===== src/rtl/channel_router_pkg.sv =====
// Shared types and helpers for channel_router: FSM states, direction encoding,
// and the legal-command check (exactly one channel, exactly one direction).
package channel_router_pkg;

  typedef enum logic [1:0] {
    IDLE  = 2'd0,
    DRIVE = 2'd1,
    GAP   = 2'd2
  } state_t;

  localparam logic DIR_UP   = 1'b1;
  localparam logic DIR_DOWN = 1'b0;

  // Widest channel vector the legality check accepts; narrower selects are zero-extended.
  localparam int MAX_CH = 32;

  function automatic logic cmd_legal(input logic [MAX_CH-1:0] sel,
                                     input logic up,
                                     input logic down);
    int ones;
    ones = 0;
    for (int i = 0; i < MAX_CH; i++) ones += int'(sel[i]);
    return (ones == 1) && (up ^ down);
  endfunction

endpackage


===== src/rtl/channel_hold_timer.sv =====
// Loadable down-counter that times how long a channel line is held high.
// done is high whenever the count has reached zero; decrement stops there.
module channel_hold_timer #(
  parameter int CNT_W = 3
) (
  input  logic             Clk,
  input  logic             Reset,
  input  logic             load,
  input  logic [CNT_W-1:0] load_val,
  input  logic             dec,
  output logic             done
);

  logic [CNT_W-1:0] cnt;

  always_ff @(posedge Clk) begin
    if (Reset) begin
      cnt <= '0;
    end else if (load) begin
      cnt <= load_val;
    end else if (dec && (cnt != '0)) begin
      cnt <= cnt - 1'b1;
    end
  end

  assign done = (cnt == '0);

endmodule


===== src/rtl/channel_router.sv =====
// N-channel send/receive command router: one registered ch_up/ch_down pulse per
// accepted command. Optional one-entry pending command under CHANNEL_ROUTER_QUEUE_EN.
//
// Handshake: request is a strobe, not valid/ready; a command is taken only on a
// sampled 0->1 transition of request, and ch_sel/up/down matter only at that edge.
module channel_router
  import channel_router_pkg::*;
#(
  parameter  int NUM_CH      = 4,
  parameter  int HOLD_CYCLES = 4,
  localparam int CNT_W       = $clog2(HOLD_CYCLES + 1),
  localparam int IDX_W       = $clog2(NUM_CH)
) (
  input  logic              Clk,
  input  logic              Reset,
  input  logic [NUM_CH-1:0] ch_sel,
  input  logic              request,
  input  logic              up,
  input  logic              down,
  output logic [NUM_CH-1:0] ch_up,
  output logic [NUM_CH-1:0] ch_down,
  output logic              busy,
  output logic              err,
  output state_t            fsm_state
);

  state_t            state, state_next;
  logic              request_q;
  logic              req_rise;
  logic              legal;
  logic [IDX_W-1:0]  sel_idx;
  logic              start;
  logic [IDX_W-1:0]  start_idx;
  logic              start_dir;
  logic [NUM_CH-1:0] start_mask;
  logic              err_next;
  logic              dec;
  logic              done;

`ifdef CHANNEL_ROUTER_QUEUE_EN
  logic             pend_valid;
  logic             pend_store;
  logic             pend_clear;
  logic [IDX_W-1:0] pend_idx;
  logic             pend_dir;
`endif

  assign req_rise   = request & ~request_q;
  assign legal      = cmd_legal(MAX_CH'(ch_sel), up, down);
  assign start_mask = NUM_CH'(1) << start_idx;
  assign busy       = (state != IDLE);
  assign fsm_state  = state;

  always_comb begin
    sel_idx = '0;
    for (int i = 0; i < NUM_CH; i++) begin
      if (ch_sel[i]) sel_idx = IDX_W'(i);
    end
  end

  always_comb begin
    state_next = state;
    start      = 1'b0;
    start_idx  = sel_idx;
    start_dir  = up ? DIR_UP : DIR_DOWN;
    err_next   = 1'b0;
    dec        = 1'b0;
`ifdef CHANNEL_ROUTER_QUEUE_EN
    pend_store = 1'b0;
    pend_clear = 1'b0;
`endif
    unique case (state)
      IDLE: begin
        if (req_rise) begin
          if (legal) begin
            state_next = DRIVE;
            start      = 1'b1;
          end else begin
            err_next = 1'b1;
          end
        end
      end
      DRIVE: begin
        if (done) state_next = GAP;
        else      dec        = 1'b1;
        if (req_rise) begin
`ifdef CHANNEL_ROUTER_QUEUE_EN
          if (legal && !pend_valid) pend_store = 1'b1;
          else                      err_next   = 1'b1;
`else
          err_next = 1'b1;
`endif
        end
      end
      GAP: begin
        state_next = IDLE;
`ifdef CHANNEL_ROUTER_QUEUE_EN
        // A command arriving in the gap with nothing pending launches directly,
        // which is the same as storing it and consuming it on this edge.
        if (pend_valid) begin
          state_next = DRIVE;
          start      = 1'b1;
          start_idx  = pend_idx;
          start_dir  = pend_dir;
          pend_clear = 1'b1;
          err_next   = req_rise;
        end else if (req_rise && legal) begin
          state_next = DRIVE;
          start      = 1'b1;
        end else begin
          err_next = req_rise;
        end
`else
        err_next = req_rise;
`endif
      end
      default: state_next = IDLE;
    endcase
  end

  // request_q follows request even in reset so a level held through reset
  // is not mistaken for a fresh command once reset releases.
  always_ff @(posedge Clk) begin
    request_q <= request;
    if (Reset) begin
      state   <= IDLE;
      ch_up   <= '0;
      ch_down <= '0;
      err     <= 1'b0;
    end else begin
      state <= state_next;
      err   <= err_next;
      if (start) begin
        ch_up   <= (start_dir == DIR_UP) ? start_mask : '0;
        ch_down <= (start_dir == DIR_UP) ? '0 : start_mask;
      end else if (state_next != DRIVE) begin
        ch_up   <= '0;
        ch_down <= '0;
      end
    end
  end

`ifdef CHANNEL_ROUTER_QUEUE_EN
  always_ff @(posedge Clk) begin
    if (Reset) begin
      pend_valid <= 1'b0;
      pend_idx   <= '0;
      pend_dir   <= DIR_DOWN;
    end else if (pend_store) begin
      pend_valid <= 1'b1;
      pend_idx   <= sel_idx;
      pend_dir   <= up ? DIR_UP : DIR_DOWN;
    end else if (pend_clear) begin
      pend_valid <= 1'b0;
    end
  end
`endif

  channel_hold_timer #(.CNT_W(CNT_W)) u_timer (
    .Clk      (Clk),
    .Reset    (Reset),
    .load     (start),
    .load_val (CNT_W'(HOLD_CYCLES - 1)),
    .dec      (dec),
    .done     (done)
  );

endmodule


===== config.mk =====
export PLATFORM = sky130hd
export DESIGN_NAME = channel_router
export DESIGN_NICKNAME = d
export VERILOG_FILES = /design/src/rtl/channel_router_pkg.sv /design/src/rtl/channel_hold_timer.sv /design/src/rtl/channel_router.sv
export SDC_FILE = /design/constraint.sdc
export NUM_CORES = 1
export LEC_CHECK = 0
export ABC_CLOCK_PERIOD_IN_PS = 5650
export CORE_MARGIN = 2
export CORE_UTILIZATION = 45
export CTS_CLUSTER_SIZE = 24
export DETAILED_ROUTE_END_ITERATION = 16
export PLACE_DENSITY = 0.72
export SYNTH_ARGS = -nofsm -noshare
export SYNTH_HDL_FRONTEND = slang
export SYNTH_SLANG_ARGS = --single-unit

===== constraint.sdc =====
create_clock -name Clk -period 5.65 [get_ports Clk]
set_input_delay 0.565 -clock Clk [delete_from_list [all_inputs] [get_ports Clk]]
set_output_delay 0.565 -clock Clk [all_outputs]
set_load 0.01 [all_outputs]

==> flow_summary.ini <==
[run_status]
status = completed

[setup_path]
crit_type = in2reg
slowest_stage = clkdlybuf4s50_1
worstPathCellList = clkdlybuf4s50_1 -> inv_1 -> fa_1 -> inv_1 -> ha_1 -> ha_1 -> nor4b_4 -> and4_1 -> nor4_4 -> a32o_1
critPathCaptureType = flip-flop
cpPeakStageDelay_ps = 590
path_max_fanout = 6
crit_path_start_kind = primary input
critPathRequiredTime_ps = 5840
cp.arrival_ps = 3380

[timing]
whs_ps = 480
clock.fmax_mhz = 314
fin_crit_sh = 0.563
setup_ws_ps = 2470
fin_skew_ps = 7.42
slew_viol_final = 0
worst_pin_slew_ps = 605
slew_headroom = 0.595
fin_setup_tns_ps = 0
setup_viol = 0
fin_crit_ps = 3180
final_hold_viol_count = 0
rsz0062_at_grt = false

[clocking]
postCtsHoldBufs = 0
cts_htree_levels = 1
cts_resized = 0
post_cts_buffers = 0
clkSinkCount = 15
worstSkewPairLatency_ps = 290
clock_path_buffers = 2
path_clk_slew_ps = 100
numCtsBuffers = 3
cts_tree = yes
cts_root_buf = clkbuf_4

[floorplan]
core-area_mm2 = 0.00169
dieArea_mm2 = 0.00213
initial_core_util = 0.473
die_y_um = 46.1
num_io_pins = 21
chipWidth_um = 46.1
rows = 15

[place]
place_ws_ps = 2150
place_area_mm2 = 0.00101
dp_hpwl_um = 1210
gp_congestion = 0.677
portBuffers = 20
dp.cells = 113

[cells_and_area]
instances_no_fill = 117
post-route-util = 0.617
n_antenna_cell = 0
final.fill_count = 149
final_net_count = 118
syn2layout_area_growth_pct = 30.6
drive_above_1_share = 0.100
fin_area_mm2 = 0.00104

[power]
p_sw_mw = 0.0598
combPwrFrac = 0.185
powerDensity_mw_per_mm2 = 204
peakVddDrop_uv = 154
intPower_mw = 0.153
swShare = 0.281
pwr-share-clk = 0.301
seq_power_share = 0.514
totalPowerFinal_mw = 0.213
leakagePower_nw = 0.394

[synthesis]
syn_avg_cell_area_um2 = 10.2
syn_nets = 95
synthesis.area_um2 = 798
syn_inst = 78
synth_top_cell_by_area = dfxtp_1
synth_flop_cell = dfxtp_1
yosys_warnings = 0
ys_ff_latch = 15
async_flop_share = 0
synthDistinctLibCells = 26
yosysSeqAreaShare = 0.376
synthTopCellsByArea = dfxtp_1 (38%), ha_1 (11%), a32o_1 (7.5%), inv_1 (5.6%), nor4_4 (5.3%)
synth_edf_count = 0
synthDominantCellAreaShare = 0.376

[route]
vias_per_cell = 5.55
wl_per_cell_um = 13.1
ant_nets = 0
drt_iter0_markers = 9
routed-via-count = 649
totalWireLength_um = 1530
drc = 0
dr.pass1.iters = 4

[grt]
track_usage = 0.170
grt_pass1_vias = 592
grt_first_pass_wirelength_um = 2530
grt_overflow = 0
grt_start_max_net_pins = 14
antenna_found_initial = 0

[flow_run]
maxCapViolCount = 0

[worst_hold_path]
min_path_type = reg2reg
-- Yosys cell counts, drive strengths merged (3+ instances only) --
master	number
ha	7
nor4	3
nand3	3
a21oi	3
a32o	6
inv	12
nor2	3
dfxtp	15
o21ai	3
-- per-layer routing --
| metal | routed length (um) | GRT usage | vias up |
|---|---|---|---|
| li1 | - | - | 323 |
| met1 | 699 | 0.217 | 306 |
| met2 | 735 | 0.267 | 18 |
| met3 | 80 | 0.0627 | 2 |
| met4 | 11 | 0.0514 | 0 |
| met5 | 0 | 0 | - |
-- power by group through the flow --
| stage | logic, mW | clock network (mW) | registers [mW] |
|---|---|---|---|
| after CTS | 0.0397 | 0.0662 | 0.109 |
| final | 0.0395 | 0.0642 | 0.109 |
| after detailed placement | 0.0395 | 0 | 0.112 |
| after global routing | 0.0436 | 0.0710 | 0.110 |
| after global placement | 0.0383 | 0 | 0.112 |
| after floorplan | 0.0229 | 0 | 0.112 |
-- final cells by class --
type,instances,area (um2),area share
Clock buffer,3,22.5,0.0216
Clock inverter,1,7.51,0.00720
Inverter,12,45.0,0.0432
Multi-Input combinational cell,49,445,0.427
Sequential cell,15,300,0.288
Tap cell,17,21.3,0.0204
Timing Repair Buffer,20,200,0.192
-- state kept, by name, summed over array words and instances, names as in the netlist --
register,count
ch_down,4
ch_up,4
err,1
fsm_state,2
request_q,1
u_timer.cnt,3
-- cells by family after synthesis --
family	after synthesis	share of synthesized area
flops	15	0.376
simple gates	22	0.226
fa+ha+maj	8	0.135
xor+xnor	2	0.0314
buf+inv	14	0.0658
compound gates	17	0.166
-- cells in the final DEF, fill, tap and decap left out, drive strengths merged --
master,n
xnor2,1
ha,7
clkdlybuf4s50,20
and4,1
o22ai,2
nand3,3
xor2,1
clkbuf,3
nor2,3
a32o,6
nand4b,2
dfxtp,15
nand2b,2
o21ai,3
nor4,3
nor4b,1
inv,12
a21oi,3
nor2b,2
a311oi,1
nand4,1
fa,1
nand2,2
nor3,2
clkinvlp,1
o211ai,1
o21a,1
-- critical path, delay by kind of cell --
kind                       cells  cell delay (ps)
AOI/OAI and AO/OA              1              230
adders and majority gates      3              990
buffers and inverters          3              730
and+or+nand+nor                3              870
-- worst paths after layout --
kind,startpoint,endpoint,slack [ps],depth (start not counted)
hold / removal,ch_up[0],ch_up[0],480,1
setup / recovery,ch_sel[3],ch_down[2],2470,10
setup reg to reg,u_timer.cnt[0],ch_down[2],3780,7
hold reg to reg,ch_up[0],ch_up[0],480,1
Note: power is estimated with default switching activity, not from simulation.
